==> config.mk <==
export PLATFORM = sky130hd
export DESIGN_NAME = ps2_hex_input_ctrl
export DESIGN_NICKNAME = d
export VERILOG_FILES = /design/src/rtl/ps2_hex_input_ctrl.sv
export SDC_FILE = /design/constraint.sdc
export NUM_CORES = 1
export LEC_CHECK = 0
export CAP_MARGIN = 20
export CELL_PAD_IN_SITES_DETAIL_PLACEMENT = 0
export CELL_PAD_IN_SITES_GLOBAL_PLACEMENT = 1
export CORE_MARGIN = 1.5
export CORE_UTILIZATION = 38
export CTS_CLUSTER_SIZE = 25
export DETAILED_ROUTE_END_ITERATION = 8
export GPL_ROUTABILITY_DRIVEN = 0
export PLACE_DENSITY = 0.89
export SYNTH_ARGS = -nofsm -noshare
export SYNTH_HDL_FRONTEND = slang
export SYNTH_SLANG_ARGS = --single-unit
==> constraint.sdc <==
create_clock -name clk -period 6.9 [get_ports clk]
set_clock_uncertainty 0.1 [all_clocks]
set_input_delay 0.69 -clock clk [delete_from_list [all_inputs] [get_ports clk]]
set_output_delay 0.69 -clock clk [all_outputs]
set_load 0.005 [all_outputs]
==> src/rtl/ps2_hex_input_ctrl.sv <==
// ps2_hex_input_ctrl
//   Sequences PS/2 make codes through an external registered scan-code-to-ASCII
//   decoder and accumulates hexadecimal key presses into a 32-bit word. The word
//   is handed to the processor on Enter with a valid/ack handshake.
//
// Ports
//   clk           in   system clock, rising edge
//   rst           in   synchronous active-high reset
//   read_req      in   processor is waiting on an input instruction (level)
//   scan_valid    in   one-cycle strobe qualifying scan_code
//   scan_code     in   raw PS/2 Set 2 byte
//   dec_scan_code out  registered code presented to the decoder
//   ascii_in      in   decoder ASCII output (one cycle after dec_scan_code)
//   data_out      out  accumulated value, newest digit in bits [3:0]
//   data_valid    out  data_out is final; held until cpu_ack
//   cpu_ack       in   one-cycle strobe; processor consumed data_out
//   digit_count   out  digits entered this request, saturating at MAX_DIGITS
//   overrun       out  sticky; a scan byte was dropped while busy
//   busy          out  high while a code is inside the decoder pipeline
module ps2_hex_input_ctrl #(
  parameter int MAX_DIGITS = 8
) (
  input  logic        clk,
  input  logic        rst,
  input  logic        read_req,
  input  logic        scan_valid,
  input  logic [7:0]  scan_code,
  output logic [7:0]  dec_scan_code,
  input  logic [7:0]  ascii_in,
  output logic [31:0] data_out,
  output logic        data_valid,
  input  logic        cpu_ack,
  output logic [3:0]  digit_count,
  output logic        overrun,
  output logic        busy
);

  typedef enum logic [2:0] {
    S_IDLE, S_COLLECT, S_BREAK, S_EXT, S_LOOKUP, S_APPLY, S_DONE
  } state_t;

  localparam logic [7:0] CODE_BREAK = 8'hF0;
  localparam logic [7:0] CODE_EXT   = 8'hE0;
  localparam logic [7:0] CODE_ENTER = 8'h5A;
  localparam logic [3:0] MAX_CNT    = 4'(MAX_DIGITS);

  state_t state, state_next;

  // The decoder passes unmapped codes through raw, so its output alone cannot
  // tell a real hex key from e.g. 'N' (31h -> '1') or Tab (0Dh -> CR).
  function automatic logic is_hex_key(input logic [7:0] code);
    case (code)
      8'h45, 8'h16, 8'h1E, 8'h26, 8'h25, 8'h2E, 8'h36, 8'h3D, 8'h3E,
      8'h46, 8'h1C, 8'h32, 8'h21, 8'h23, 8'h24, 8'h2B, 8'h5A: return 1'b1;
      default:                                                return 1'b0;
    endcase
  endfunction

  logic       key_ok;
  logic       is_digit;
  logic       is_enter;
  logic [3:0] nibble;
  logic       active;
  logic       abort;

  always_comb begin
    // NOTE: every signal written here gets a default first so no latch is inferred.
    is_digit = 1'b0;
    nibble   = 4'h0;
    if (ascii_in >= 8'h30 && ascii_in <= 8'h39) begin
      is_digit = 1'b1;
      nibble   = 4'(ascii_in - 8'h30);
    end else if (ascii_in >= 8'h41 && ascii_in <= 8'h46) begin
      is_digit = 1'b1;
      nibble   = 4'(ascii_in - 8'h37);
    end
  end

  assign key_ok   = is_hex_key(dec_scan_code);
  assign is_enter = key_ok && (ascii_in == 8'h0D);
  assign active   = (state != S_IDLE) && (state != S_DONE);
  // Withdrawing the request abandons the entry everywhere except DONE.
  assign abort    = active && !read_req;

  // State register
  always_ff @(posedge clk) begin
    // NOTE: sequential state uses non-blocking assignments so every register
    // samples pre-edge values regardless of statement order.
    if (rst) state <= S_IDLE;
    else     state <= state_next;
  end

  // Next-state logic
  always_comb begin
    state_next = state;
    if (abort) begin
      state_next = S_IDLE;
    end else begin
      unique case (state)
        S_IDLE:    if (read_req) state_next = S_COLLECT;
        S_COLLECT: if (scan_valid) begin
                     if (scan_code == CODE_BREAK)    state_next = S_BREAK;
                     else if (scan_code == CODE_EXT) state_next = S_EXT;
                     else                            state_next = S_LOOKUP;
                   end
        S_BREAK:   if (scan_valid) state_next = S_COLLECT;
        S_EXT:     if (scan_valid) begin
                     if (scan_code == CODE_BREAK)      state_next = S_BREAK;
                     else if (scan_code == CODE_ENTER) state_next = S_LOOKUP;
                     else                              state_next = S_COLLECT;
                   end
        S_LOOKUP:  state_next = S_APPLY;
        S_APPLY:   state_next = (is_enter && digit_count != 4'd0) ? S_DONE : S_COLLECT;
        S_DONE:    if (cpu_ack) state_next = S_IDLE;
        default:   state_next = S_IDLE;
      endcase
    end
  end

  // Output logic
  always_comb begin
    busy = (state == S_LOOKUP) || (state == S_APPLY);
  end

  // Datapath registers
  always_ff @(posedge clk) begin
    if (rst) begin
      data_out      <= '0;
      data_valid    <= 1'b0;
      digit_count   <= '0;
      overrun       <= 1'b0;
      dec_scan_code <= 8'h00;
    end else begin
      if (busy && scan_valid) overrun <= 1'b1;

      if (abort) begin
        data_out    <= '0;
        digit_count <= '0;
      end else begin
        unique case (state)
          S_IDLE: if (read_req) begin
            data_out    <= '0;
            digit_count <= '0;
            overrun     <= 1'b0;
          end
          S_COLLECT: if (scan_valid && scan_code != CODE_BREAK && scan_code != CODE_EXT)
            dec_scan_code <= scan_code;
          S_EXT: if (scan_valid && scan_code == CODE_ENTER)
            dec_scan_code <= CODE_ENTER;
          S_APPLY: if (key_ok) begin
            if (is_digit) begin
              // Oldest nibble falls off the top once more than 8 digits arrive.
              data_out <= {data_out[27:0], nibble};
              if (digit_count != MAX_CNT) digit_count <= digit_count + 4'd1;
            end else if (is_enter && digit_count != 4'd0) begin
              data_valid <= 1'b1;
            end
          end
          S_DONE: if (cpu_ack) data_valid <= 1'b0;
          default: ;
        endcase
      end
    end
  end

endmodule
Word-level counts from Yosys, hierarchy flattened
Index checks and enable logic that the tools add are counted.
{ "totals": {"ff_bits": 49, "elab_cells": 119} }
{ "op_classes": {"add_sub_neg": 3, "order_cmp": 4, "eq_ne": 43, "n_mux": 37, "bitwise_logic": 1, "n_reduce_logical": 25} }
{ "op_table": {"columns": ["op", "n"], "rows": [
  ["two-way mux 32 bit", 3],
  ["== test 8 x 6 -> 1 bit, second input constant", 11],
  ["case mux 32 bit (2 select lines)", 1],
  ["== test 8 x 7 -> 1 bit, second input constant", 4],
  ["two-way mux 3 bit", 10],
  ["== test 8 x 5 -> 1 bit, second input constant", 3],
  ["two-way mux 4 bit", 6],
  ["inequality test 2 bit, second input constant", 11],
  ["case mux 3 bit (7 select lines)", 1],
  ["OR reduction 17 bit", 1],
  ["== test 8 bit, second input constant", 2],
  ["two-way mux 8 bit", 2],
  ["inequality test 8 bit, second input constant", 2],
  ["case mux 8 bit (2 select lines)", 1],
  ["two-way mux 1 bit", 11],
  ["logical AND 1 bit", 10],
  ["AND reduction 5 bit", 2],
  ["== test 3 bit, second input constant", 3],
  ["== test 8 x 4 -> 1 bit, second input constant", 1],
  ["greater-or-equal comparator 8 x 6 -> 1 bit, second input constant", 1],
  ["greater-or-equal comparator 8 x 7 -> 1 bit, second input constant", 1],
  ["less-or-equal comparator 8 x 6 -> 1 bit, second input constant", 1],
  ["less-or-equal comparator 8 x 7 -> 1 bit, second input constant", 1],
  ["case mux 4 bit (2 select lines)", 1],
  ["other kinds (19)", 23]
]} }

Depth between registers and ports, before layout
Gate-level depths: netlist of the first run.
{ "logic_depth": {"word_depth": 9, "mapped_depth": 9, "ltp_nobuf": 8} }

Worst setup path before layout of the first run
Ideal clock, no wire load.
{ "synth_timing": {"kind": "in2reg", "start": "input port ascii_in[0]", "end": "register digit_count[0]", "setup_time_ns": 0.123, "arrival_time_ns": 2.461, "slack_ns": 4.216, "cell_stages": 8, "path_cell_list": "inv_1 -> ha_1 -> o21bai_1 -> a2111oi_0 -> o21a_4 -> a21o_4 -> and3_4 -> mux2_1"} }
{ "synth_via": {"elab_chain_len": 6, "elab_cells_between_ends": 10} }
{ "synth_lines": {"columns": ["element", "line", "source"], "rows": [
  ["start, declared", "29", "input logic [7:0] ascii_in,"],
  ["greater-or-equal comparator 8 x 7 -> 1 bit or less-or-equal comparator 8 x 7 -> 1 bit (tied branches)", "73", "end else if (ascii_in >= 8'h41 && ascii_in <= 8'h46) begin"],
  ["logical AND 1 bit", "73", null],
  ["two-way mux 1 bit", "73", null],
  ["two-way mux 1 bit *", "70", "if (ascii_in >= 8'h30 && ascii_in <= 8'h39) begin"],
  ["inequality test 2 bit (no line) *", null, null],
  ["AND reduction 5 bit (no line) *", null, null],
  ["end signal, assigned", "154", "if (digit_count != MAX_CNT) digit_count <= digit_count + 4'd1;"],
  ["end, declared", "33", "output logic [3:0] digit_count,"]
]} }
Every way passes the cells marked *; elsewhere a longest branch is shown, timed or not.
A chain may end at the register's enable or synchronous reset.

Worst setup path in the final report of the first run
Same ends and word-level chain as after synthesis.

==> results.cfg, run 1 <==
[job]
cap_violations = 0

[clock_tree]
cts_sinks = 49
numCtsBuffers = 5
clk_latency_ns = 0.31
post_cts_buffers = 0
cts_hold_buf = 0
cts_resized = 0
clk_pin_slew_ns = 0.10
clk_path_buf_depth = 2
cts-htree-levels = 2
cts_tree = yes
clockRootBuffer = clkbuf_8

[die]
die_y_um = 86.39
die-area_mm2 = 0.007463
die_w_um = 86.39
core-area_mm2 = 0.006756
rows = 30
io_pins = 68
initial_core_util = 0.3911

[routing]
ant_nets = 0
wl_per_cell_um = 15.34
firstDrtPassIters = 4
finalWirelength_mm = 6.980
avgViaCountPerCell = 5.780
drt_iter0_markers = 155
vias = 2630
drcViolationCount = 0

[finish]
areaGrowthSynthToFinish_pct = 29.07
fill_cells = 660
nets = 400
antenna_cells = 0
drive_above_1_share = 0.05867
layout_common_cells = 67 x clkdlybuf4s50_1, 49 x dfxtp_1, 46 x a21oi_1
mostFrequentLayoutCell = clkdlybuf4s50_1

[synth]
synth_top_area_cell = dfxtp_1
synth_edf_count = 0
avgSynthCellArea_um2 = 8.207
async_flop_share = 0
yosys_warnings = 0
synth_cells = 322
ys_seq_area_frac = 0.3712
ys_dominant_reg_cell = dfxtp_1
netlist_area_mm2 = 0.002643
ys_ff_latch = 49
yosysUniqueCellTypes = 58
synth.area.top_cells = dfxtp_1 37%, a21oi_1 8.7%, nand4_1 7.3%
yosysTopAreaCellShare = 0.3712
syn-num-nets = 348

[power]
ir_drop_mv = 0.1050
p_leak_nw = 1.080
internal_power_mw = 0.4129
power_frac_seq = 0.489
sw_frac_of_total = 0.3279
p_per_area_mw_per_mm2 = 180.1
totalPowerFinal_mw = 0.6144
power_frac_clock = 0.294
p_comb_frac = 0.217
power_switching_mw = 0.2015

[critical_path]
critPathSlowestCell = a2111oi_0
r2r-end = digit_count[3]$_SDFFE_PP0P_
critPathCaptureType = flop
worstPathRequired_ns = 7.00
worstPathArrival_ns = 3.38
crit_chain = clkdlybuf4s50_1 > inv_1 > ha_1 > o21bai_1 > a2111oi_0 > o21a_4 > a21o_4 > and3_4 > mux2_1
cp-start-kind = input pin
r2r-start = state[2]$_SDFFE_PP0P_
max_stage_delay_ns = 0.64
path_delay_family = compound AO/OA/AOI/OAI gates
rrSetupSlack_ns = 4.13
crit_type = input pin to flop
critical_path.max_fanout = 33
ff2ff_path_depth = 6
path_buf_inv = 2

[global_route]
antenna_found_initial = 0
first_global_vias = 2426
grt_max_degree = 43
grt_use_total = 0.1918
grt_pass1_wl_mm = 11.73
grt_overflow = 0

[timing]
worst_pin_slew_ns = 1.001
slew_viol_final = 0
setup_tns_ns = 0
fin_crit_sh = 0.4752
clock.fmax_mhz = 305.0
rsz0062_at_grt = no
slew_headroom = 0.3320
finalCriticalPeriod_ns = 3.279
hold_viol_final = 0
setup_viol = 0

[min_path]
hold_end = data_out[31]$_SDFFE_PP0P_
whs_path_depth = 2
min_path_type = flop to flop
hp-start = data_out[31]$_SDFFE_PP0P_

[status]
status = completed

[placement]
dp_hpwl_mm = 4.808
io_buffers = 67
## worst reg2reg max path: stages, from the launching register on
cell	delay, ns
dfxtp_1	0.51
and2b_1	0.24
and2_1	0.14
buf_4	0.37
and4b_1	0.94
nor2_1	0.09
a311oi_1	0.30
## cell usage after synthesis (2+ instances only)
library cell	count
o31ai_1	2
dfxtp_1	49
o21bai_1	2
nor2b_1	3
and2_1	2
clkbuf_1	12
a21o_1	4
nor3b_1	3
inv_1	7
nor3_1	3
nand2b_1	8
nand4b_1	3
o21ai_0	38
and3_1	2
buf_6	3
nor2_1	21
a2111oi_0	2
a21oi_1	46
nand2_1	11
a311oi_1	2
a31oi_1	4
buf_2	9
ha_1	5
a211oi_1	7
nand4_1	31
o21ai_1	4
nand3_1	8
## layout make-up
type                            count  area [µm²]  share of cell area
Sequential cell                    49       980.9              0.2876
Clock buffer                        5       68.82             0.02018
Clock inverter                      3       26.28            0.007704
Tap cell                           80       100.1             0.02935
Inverter                            7       26.28            0.007704
Timing Repair Buffer               70       700.7              0.2054
Multi-Input combinational cell    241        1508              0.4420
## layer usage
layer | track usage | routed length, µm | vias up
met1 | 0.2612 | 3284 | 1239
met2 | 0.3153 | 3308 | 72
met5 | 0 | 0 | -
li1 | - | - | 1314
met4 | 0.03812 | 46 | 0
met3 | 0.04000 | 339 | 5
## logic make-up (layout without fill, tap and decap cells)
family          count (synthesis)  count (layout)  share of synthesized area
simple gates                  109             109                     0.2448
buf+inv                        32              85                    0.05966
flops                          49              49                     0.3712
mux                             1               1                   0.004261
compound gates                125             125                     0.2931
fa+ha+maj                       5               5                    0.02367
xor+xnor                        1               1                   0.003315
## sequential cells by signal, indices dropped and copies added, names as in the netlist
signal         count
data_out          32
dec_scan_code      8
digit_count        4
state              3
data_valid         1
overrun            1
## how the worst max path moves through the flow
| stage | cells after the start | start | slack (ns) | end |
|---|---|---|---|---|
| 2_1_floorplan | 8 | ascii_in[0] | 4.22 | digit_count[0]$_SDFFE_PP0P_ |
| 3_3_place_gp | 9 | ascii_in[0] | 3.35 | digit_count[3]$_SDFFE_PP0P_ |
| 3_5_place_dp | 9 | ascii_in[1] | 3.29 | digit_count[0]$_SDFFE_PP0P_ |
| 4_1_cts | 9 | ascii_in[1] | 3.64 | digit_count[0]$_SDFFE_PP0P_ |
| 5_1_grt | 9 | ascii_in[1] | 3.45 | digit_count[0]$_SDFFE_PP0P_ |
| 6_report | 9 | ascii_in[0] | 3.62 | digit_count[0]$_SDFFE_PP0P_ |
## stage by stage
stage               instances  hold slack, ns  instance area, µm²  utilization  setup WS, ns
finish                    455          0.3796                3411       0.5048         3.621
detailed placement        447          0.3682                3316       0.4907         3.294
floorplan                 322          0.3658                2643            -         4.216
global placement          446          0.3583                3301       0.4885         3.347
global route              455          0.4001                3411       0.5048         3.449
CTS                       455          0.3848                3411       0.5048         3.640
## power groups by stage
stage	Clock [mW]	Sequential, mW	Combinational (mW)
after detailed placement	0	0.307	0.132
final	0.180	0.301	0.133
after CTS	0.185	0.300	0.133
after floorplan	0	0.302	0.0969
after global placement	0	0.307	0.125
after global routing	0.197	0.302	0.146
Note: power is estimated with default switching activity, not from simulation.
==> inputs of run 2 (changes only) <==
--- a/config.mk
+++ b/config.mk
@@ -9,11 +9,11 @@
 export CELL_PAD_IN_SITES_DETAIL_PLACEMENT = 0
 export CELL_PAD_IN_SITES_GLOBAL_PLACEMENT = 1
 export CORE_MARGIN = 1.5
-export CORE_UTILIZATION = 38
+export CORE_UTILIZATION = 36
 export CTS_CLUSTER_SIZE = 25
 export DETAILED_ROUTE_END_ITERATION = 8
 export GPL_ROUTABILITY_DRIVEN = 0
-export PLACE_DENSITY = 0.89
+export PLACE_DENSITY = 0.86
 export SYNTH_ARGS = -nofsm -noshare
 export SYNTH_HDL_FRONTEND = slang
 export SYNTH_SLANG_ARGS = --single-unit
==> constraint.sdc (replaced) <==
create_clock -name clk -period 3.41 [get_ports clk]
set_clock_uncertainty 0.1 [all_clocks]
set_input_delay 0.341 -clock clk [delete_from_list [all_inputs] [get_ports clk]]
set_output_delay 0.341 -clock clk [all_outputs]
set_load 0.005 [all_outputs]
==> run 2 against run 1 <==
  * Critical path depth is 1 higher
  * Sequential share of layout area fell by 0.19 points
  * Largest cell class unchanged
  * Combinational power up 100%
  * Hold slack better by 0.0079 ns
  * First-iteration DRC count down 37%
  * Largest power group unchanged
  * Global-route usage fell by 0.93 points
  * Sequential power is 100% higher
  * Final cell count increased by 4.6%
  * Via count increased by 0.53%
  * Routed wire length grew 2.0%
  * Setup slack worse by 3.1 ns
==> results.cfg, run 2 (same netlist as run 1, synthesis figures left out) <==
[clock_tree]
cts_hold_buf = 0
cts_sinks = 49
clk_latency_ns = 0.30
clk_path_buf_depth = 2
clockRootBuffer = clkbuf_8
cts-htree-levels = 2
cts_tree = yes
post_cts_buffers = 0
cts_resized = 0
numCtsBuffers = 5
clk_pin_slew_ns = 0.09

[finish]
drive_above_1_share = 0.06101
multi_input_area_mm2 = 0.001508
mostFrequentLayoutCell = clkdlybuf4s50_1
regMostFlops = data_out
largest_registers = data_out: 32 flops, dec_scan_code: 8 flops, digit_count: 4 flops
layout_common_cells = 67 x clkdlybuf4s50_1, 49 x dfxtp_1, 46 x a21oi_1
antenna_cells = 0
fin_area_mm2 = 0.003433
fill_cells = 698
largest_reg_flops = 32
register_area_um2 = 980.9
nets = 402
areaGrowthSynthToFinish_pct = 29.92

[global_route]
grt_overflow = 0
grt_pass1_wl_mm = 11.49
antenna_found_initial = 0
grt_use_total = 0.1825
grt_max_degree = 38
first_global_vias = 2406

[min_path]
min_path_type = flop to flop

[critical_path]
critPathCaptureType = flop
crit_type = input pin to flop
critPathSlowestCell = clkdlybuf4s50_1
cp-start-kind = input pin
worstPathArrival_ns = 2.98
critical_path.max_fanout = 19
crit_chain = clkdlybuf4s50_1 > inv_1 > ha_1 > o21bai_1 > a2111oi_0 > o21a_4 > a21oi_2 > buf_4 > nor2_1 > a311oi_1
worstPathRequired_ns = 3.52
path_buf_inv = 3
path_delay_family = compound AO/OA/AOI/OAI gates
max_stage_delay_ns = 0.54

[timing]
slew_headroom = 0.4846
worst_pin_slew_ns = 0.7725
fin_crit_sh = 0.8421
rsz0062_at_grt = no
clock.fmax_mhz = 348.3
setup_viol = 0
finalCriticalPeriod_ns = 2.871
hold_viol_final = 0
slew_viol_final = 0
setup_tns_ns = 0

[power]
power_frac_seq = 0.501
totalPowerFinal_mw = 1.214
p_per_area_mw_per_mm2 = 353.6
sw_frac_of_total = 0.3141
power_switching_mw = 0.3813
internal_power_mw = 0.8326
power_frac_clock = 0.279
ir_drop_mv = 0.2475
p_leak_nw = 1.091
p_comb_frac = 0.220

[routing]
vias = 2644
finalWirelength_mm = 7.121
drt_iter0_markers = 98
avgViaCountPerCell = 5.555
firstDrtPassIters = 4
wl_per_cell_um = 14.96
drcViolationCount = 0
ant_nets = 0

[placement]
io_buffers = 67
dp_hpwl_mm = 4.999
placed_area_mm2 = 0.003347

[die]
die_w_um = 88.68
die-area_mm2 = 0.007863
io_pins = 68
rows = 31
initial_core_util = 0.3683
die_y_um = 88.68
core-area_mm2 = 0.007176

[status]
status = completed

[job]
cap_violations = 0
run 2: stage by stage:
| stage | setup slack [ns] | instances | util | hold slack, ns |
|---|---|---|---|---|
| 3_5_place_dp | 0.2677 | 468 | 0.4664 | 0.3744 |
| 6_report | 0.5386 | 476 | 0.4785 | 0.3875 |
| 3_3_place_gp | 0.3577 | 468 | 0.4664 | 0.3686 |
| 5_1_grt | 0.3185 | 476 | 0.4785 | 0.4105 |
| 4_1_cts | 0.5868 | 476 | 0.4785 | 0.3870 |
| 2_1_floorplan | 1.075 | 322 | - | 0.3397 |
run 2: per-layer routing:
layer / track usage / vias to the layer above / part of all wire
met5: 0 / - / 0
met4: 0.04545 / 0 / 0.0086
met3: 0.03265 / 4 / 0.039
met2: 0.2989 / 69 / 0.48
met1: 0.2486 / 1252 / 0.47
li1: - / 1319 / -
run 2: worst paths after layout:
path / slack (ns) / start / end / cells after the start
min reg2reg: 0.39 / data_out[30]$_SDFFE_PP0P_ / data_out[30]$_SDFFE_PP0P_ / 2
max reg2reg: 0.92 / state[1]$_SDFFE_PP0P_ / digit_count[3]$_SDFFE_PP0P_ / 7
min: 0.39 / data_out[30]$_SDFFE_PP0P_ / data_out[30]$_SDFFE_PP0P_ / 2
max: 0.54 / ascii_in[0] / digit_count[3]$_SDFFE_PP0P_ / 10
run 2: power by group through the flow:
stage	clock network (mW)	logic, mW	registers [mW]
2_1_floorplan	0	0.196	0.610
3_3_place_gp	0	0.260	0.620
3_5_place_dp	0	0.264	0.621
4_1_cts	0.347	0.265	0.608
5_1_grt	0.369	0.296	0.612
6_report	0.339	0.267	0.608
run 2: area by class of cell:
type	instances	share of cell area
multi-input combinational	241	0.4391
sequential	49	0.2857
timing repair buffer	72	0.2063
tap	99	0.03608
clock buffer	6	0.02114
inverter	7	0.007653
clock inverter	2	0.004009
run 2: worst min-delay path, delay by kind of cell, from the launching register on:
kind	cells	cell delay (ns)
flops	1	0.32
compound gates	2	0.13
==> RTL edit 1 (settings of run 2) <==
Reset style: asynchronous (`rst`), changed in 2 clocked blocks. Comments in the files are not updated.
--- a/src/rtl/ps2_hex_input_ctrl.sv
+++ b/src/rtl/ps2_hex_input_ctrl.sv
@@ -83,7 +83,7 @@
   assign abort    = active && !read_req;
 
   // State register
-  always_ff @(posedge clk) begin
+  always_ff @(posedge clk or posedge rst) begin
     // NOTE: sequential state uses non-blocking assignments so every register
     // samples pre-edge values regardless of statement order.
     if (rst) state <= S_IDLE;
@@ -123,7 +123,7 @@
   end
 
   // Datapath registers
-  always_ff @(posedge clk) begin
+  always_ff @(posedge clk or posedge rst) begin
     if (rst) begin
       data_out      <= '0;
       data_valid    <= 1'b0;
Function: differs if rst is asserted again (counterexample within 4 cycles, from zero or initial values and one cycle with rst high); with rst held inactive, the same outputs for 10 cycles.
==> RTL edit 1 against run 2 <==
Area after synthesis fell by 2.4%. Die area fell by 2.3%. Worst setup slack improved by 0.45 ns. Design area fell by 1.2%. Hold slack got worse by 0.23 ns. Maximum frequency rose by 19%. Critical endpoint is now data_out[26]. Sequential cell count did not move. Synthesized cell count fell by 22%. Routed wire length fell by 20%.
Power is not compared: it rests on default switching activity, and its combinational part moved more than twofold at a synthesized area within 25%.
==> RTL edit 1: results <==
metrics = {
    "outcome": {
        "status": "finished clean",
    },
    "place": {
        "placed_area_sq_um": 3280,
        "pre_cts_ws_ns": 0.671,
        "place_inst": 400,
        "io_buffers": 67,
        "hpwl_um": 4070,
    },
    "cells_and_area": {
        "final_net_count": 338,
        "fin_cells": 409,
        "drive_above_1_share_pct": 5.75,
        "reg_top3": "data_out (32), dec_scan_code (8), digit_count (4)",
    },
    "clock_network": {
        "cts-root-buf": "clkbuf_8",
        "clk_latency_ns": 0.30,
        "cts_resized": 0,
        "cts-htree-levels": 2,
        "clk_pin_slew_ns": 0.10,
        "clk_path_buf_depth": 2,
    },
    "logic_synthesis": {
        "synthTopCellsByCount": "dfrtp_1, a22o_1, nand2_1, o21ai_0, inv_1",
        "syn_nets": 277,
        "synth_xor_xnor_area_share_pct": 0.679,
        "async_flop_share_pct": 100,
        "synthAdderAreaFrac_pct": 2.43,
        "synth_compound_area_share_pct": 26.6,
        "yosys_most_used_dff": "dfrtp_1",
        "synth-seq-area-share_pct": 47.5,
        "synth_area_leaders": "dfrtp_1, a22o_1, nand2_1",
        "yosysUniqueCellTypes": 55,
        "muxShareOfSynthArea_pct": 0.825,
        "synth.avg_cell_area_sq_um": 10.3,
    },
    "global_routing": {
        "grt_pass1_vias": 1967,
        "grtUsageTotal_pct": 15.1,
        "antenna_found_initial": 0,
        "grt_pass1_wl_um": 9320,
        "grt_start_max_net_pins": 50,
    },
    "critical_path": {
        "critPathMaxFanout": 32,
        "r2r_setup_slack_ns": 1.13,
        "r2r_end": "data_out[26]",
        "r2r-start": "state[1]",
        "worst-r2r-cell-count": 6,
        "arrival_ns": 2.51,
    },
    "worst_hold_path": {
        "hold_class": "primary input to async pin",
    },
    "routing": {
        "wl_met2_um": 2750,
        "drtIter0Drc": 93,
        "wl_met1_um": 2650,
        "vias_per_cell": 5.30,
        "first_pass_iters": 5,
        "wl_met3_um": 213,
        "wl_per_cell_um": 13.8,
        "top_layer": "met4",
    },
    "pwr": {
        "p_leak_nw": 1.47,
        "swShare_pct": 36.6,
        "ir_drop_uv": 177,
    },
    "timing": {
        "worst_pin_slew_ns": 0.628,
        "hold_slack_ns": 0.159,
    },
}
==> RTL edit 1: changes by cell type in the layout (fill, tap and decap cells not counted), sizes merged, moves of 21 or more <==
cell / run 2 / this run
a22o: 0 / 32
dfrtp: 0 / 49
a21oi: 47 / 8
nand4: 31 / 4
o21ai: 42 / 21
dfxtp: 49 / 0
==> RTL edit 1: critical path: stages <==
cell	delay, ns
clkdlybuf4s50_1	0.56
inv_1	0.06
ha_1	0.20
or3b_1	0.16
nand4_1	0.11
a22oi_2	0.29
o31a_4	0.23
o21ai_2	0.05
buf_4	0.23
a22o_1	0.27
==> RTL edit 1: cell type report <==
class	instances	area, sq um
timing repair buffer	69	698
multi-input combinational	176	1210
fill	654	3480
clock buffer	5	68.8
inverter	11	41.3
clock inverter	3	25.0
tap	96	120
sequential	49	1230
==> RTL edit 1: worst max path at each step <==
stage	cells after the start	slack, ns	endpoint
after CTS	10	0.99	data_out[26]
after detailed placement	10	0.67	data_out[26]
after global routing	10	0.88	data_out[15]
after floorplan	9	1.31	data_out[10]
after global placement	10	0.70	data_out[2]
final	10	0.99	data_out[26]
==> RTL edit 1: power by group through the flow <==
| stage | Clock (mW) | Sequential, mW | Combinational, mW |
|---|---|---|---|
| 5_1_grt | 0.388 | 0.768 | 0.602 |
| 3_3_place_gp | 0 | 0.761 | 0.535 |
| 4_1_cts | 0.368 | 0.750 | 0.542 |
| 6_report | 0.356 | 0.751 | 0.540 |
| 2_1_floorplan | 0 | 0.717 | 0.384 |
| 3_5_place_dp | 0 | 0.762 | 0.538 |
==> RTL edit 1: per-layer routing <==
layer / track usage (%) / up-vias
li1: - / 1063
met1: 21.2 / 1042
met2: 24.5 / 58
met3: 2.64 / 4
met4: 3.03 / 0
met5: 0 / -
==> RTL edit 2 (config.mk and constraints of run 2) <==
Without the edit above. The parameter `MAX_DIGITS` goes from 8 to 6.
--- a/src/rtl/ps2_hex_input_ctrl.sv
+++ b/src/rtl/ps2_hex_input_ctrl.sv
@@ -18,7 +18,7 @@
 //   overrun       out  sticky; a scan byte was dropped while busy
 //   busy          out  high while a code is inside the decoder pipeline
 module ps2_hex_input_ctrl #(
-  parameter int MAX_DIGITS = 8
+  parameter int MAX_DIGITS = 6
 ) (
   input  logic        clk,
   input  logic        rst,
Formal check against the unedited RTL: no difference found for any inputs over 4 cycles, from zero or initial values and one cycle with rst high; that may be too few to reach the edited logic, so the function may still have changed.
==> RTL edit 2 against run 2 <==
Power rose by 7.8%. Sequential power rose by 2%. Routed wire length decreased by 5.6%. Highest routed layer unchanged. Design area grew 0.44%. Worst setup slack better by 0.11 ns. Critical endpoint is now digit_count[0]. Sequential cell count unchanged. Area after synthesis fell by 0.19%.
==> RTL edit 2: results <==
metrics = {
    "outcome": {
        "status": "finished clean",
    },
    "routing": {
        "wl_met3_um": 222,
        "wl_per_cell_um": 14.1,
        "wl_met2_um": 3240,
        "drc_errors": 0,
        "finalWirelength_um": 6720,
        "drtIter0Drc": 139,
        "wl_met1_um": 3170,
        "num_vias": 2594,
    },
    "place": {
        "placed_area_sq_um": 3360,
        "place_inst": 470,
        "hpwl_um": 4620,
        "pre_cts_ws_ns": 0.372,
    },
    "worst_hold_path": {
        "whs_endpoint": "data_out[28]",
        "min_from": "data_out[28]",
        "hold_class": "flop to flop",
    },
    "logic_synthesis": {
        "synth-seq-area-share_pct": 37.2,
        "postSynthCellCount": 326,
        "synthTopCellsByCount": "dfxtp_1, a21oi_1, o21ai_0, nand4_1, nor2_1",
        "synth_area_leaders": "dfxtp_1, nand4_1, a21oi_1",
        "yosys_warnings": 0,
        "yosysUniqueCellTypes": 51,
        "syn_nets": 353,
    },
    "global_routing": {
        "grt_start_max_net_pins": 37,
        "grt_pass1_vias": 2342,
        "globalRouteMet3Util_pct": 2.80,
        "grtUsageTotal_pct": 17.1,
        "use_met2_pct": 27.3,
        "grt_pass1_wl_um": 10800,
        "grt_util_met1_pct": 23.3,
    },
    "critical_path": {
        "worst-r2r-cell-count": 6,
        "r2r_end": "digit_count[0]",
        "r2r-start": "state[2]",
        "arrival_ns": 2.87,
        "slowest_delay_ns": 0.57,
        "r2r_setup_slack_ns": 1.19,
        "critPathMaxFanout": 35,
    },
    "pwr": {
        "ir_drop_uv": 201,
        "p_leak_nw": 1.10,
        "swShare_pct": 33.7,
    },
    "clock_network": {
        "cts-root-buf": "clkbuf_8",
        "numCtsBuffers": 5,
        "clk_latency_ns": 0.31,
        "cts-htree-levels": 2,
    },
    "cells_and_area": {
        "drive_above_1_share_pct": 6.07,
        "final_net_count": 405,
    },
    "timing": {
        "hold_slack_ns": 0.383,
        "relSlewSlack_pct": 66.2,
        "finalHoldViolCount": 0,
    },
    "die": {
        "dieArea_sq_um": 7850,
    },
}
[RTL edit 2: power groups by stage]
| stage | clock (mW) | combinational, mW | sequential [mW] |
|---|---|---|---|
| after floorplan | 0 | 0.253 | 0.615 |
| after global placement | 0 | 0.333 | 0.632 |
| after detailed placement | 0 | 0.334 | 0.633 |
| after CTS | 0.361 | 0.336 | 0.619 |
| after global routing | 0.385 | 0.368 | 0.623 |
| final | 0.352 | 0.337 | 0.619 |
[RTL edit 2: cells by family after synthesis]
group / count (synthesis) / share of synthesized area, %
adder cells (fa/ha/maj): 6 / 2.85
XOR/XNOR: 5 / 1.66
flip-flops: 49 / 37.2
AND/OR/NAND/NOR: 122 / 26.8
AO/OA/AOI/OAI: 108 / 25.0
buffers and inverters: 33 / 5.27
multiplexers: 3 / 1.23
[RTL edit 2: critical path, delay by kind of cell]
kind                       cells  cell delay, ns
and+or+nand+nor                4            1.15
buffers and inverters          2            0.64
muxes                          1            0.35
adders and majority gates      1            0.24
AOI/OAI and AO/OA              1            0.16
[RTL edit 2: how the worst max path moves through the flow]
stage / start / endpoint / slack (ns) / cells past startpoint
after global placement: ascii_in[0] / digit_count[0] / 0.45 / 9
after CTS: ascii_in[0] / digit_count[0] / 0.71 / 9
after global routing: ascii_in[0] / digit_count[0] / 0.55 / 9
after detailed placement: ascii_in[0] / digit_count[0] / 0.37 / 9
after floorplan: ascii_in[1] / digit_count[0] / 1.12 / 9
final: ascii_in[0] / digit_count[0] / 0.65 / 9
[RTL edit 2: cell type report]
cell class                      count  area, sq um
Clock buffer                        5         68.8
Clock inverter                      3         22.5
Fill cell                         685         3730
Inverter                            6         22.5
Multi-Input combinational cell    244         1520
Sequential cell                    49          981
Tap cell                           99          124
Timing Repair Buffer               72          708
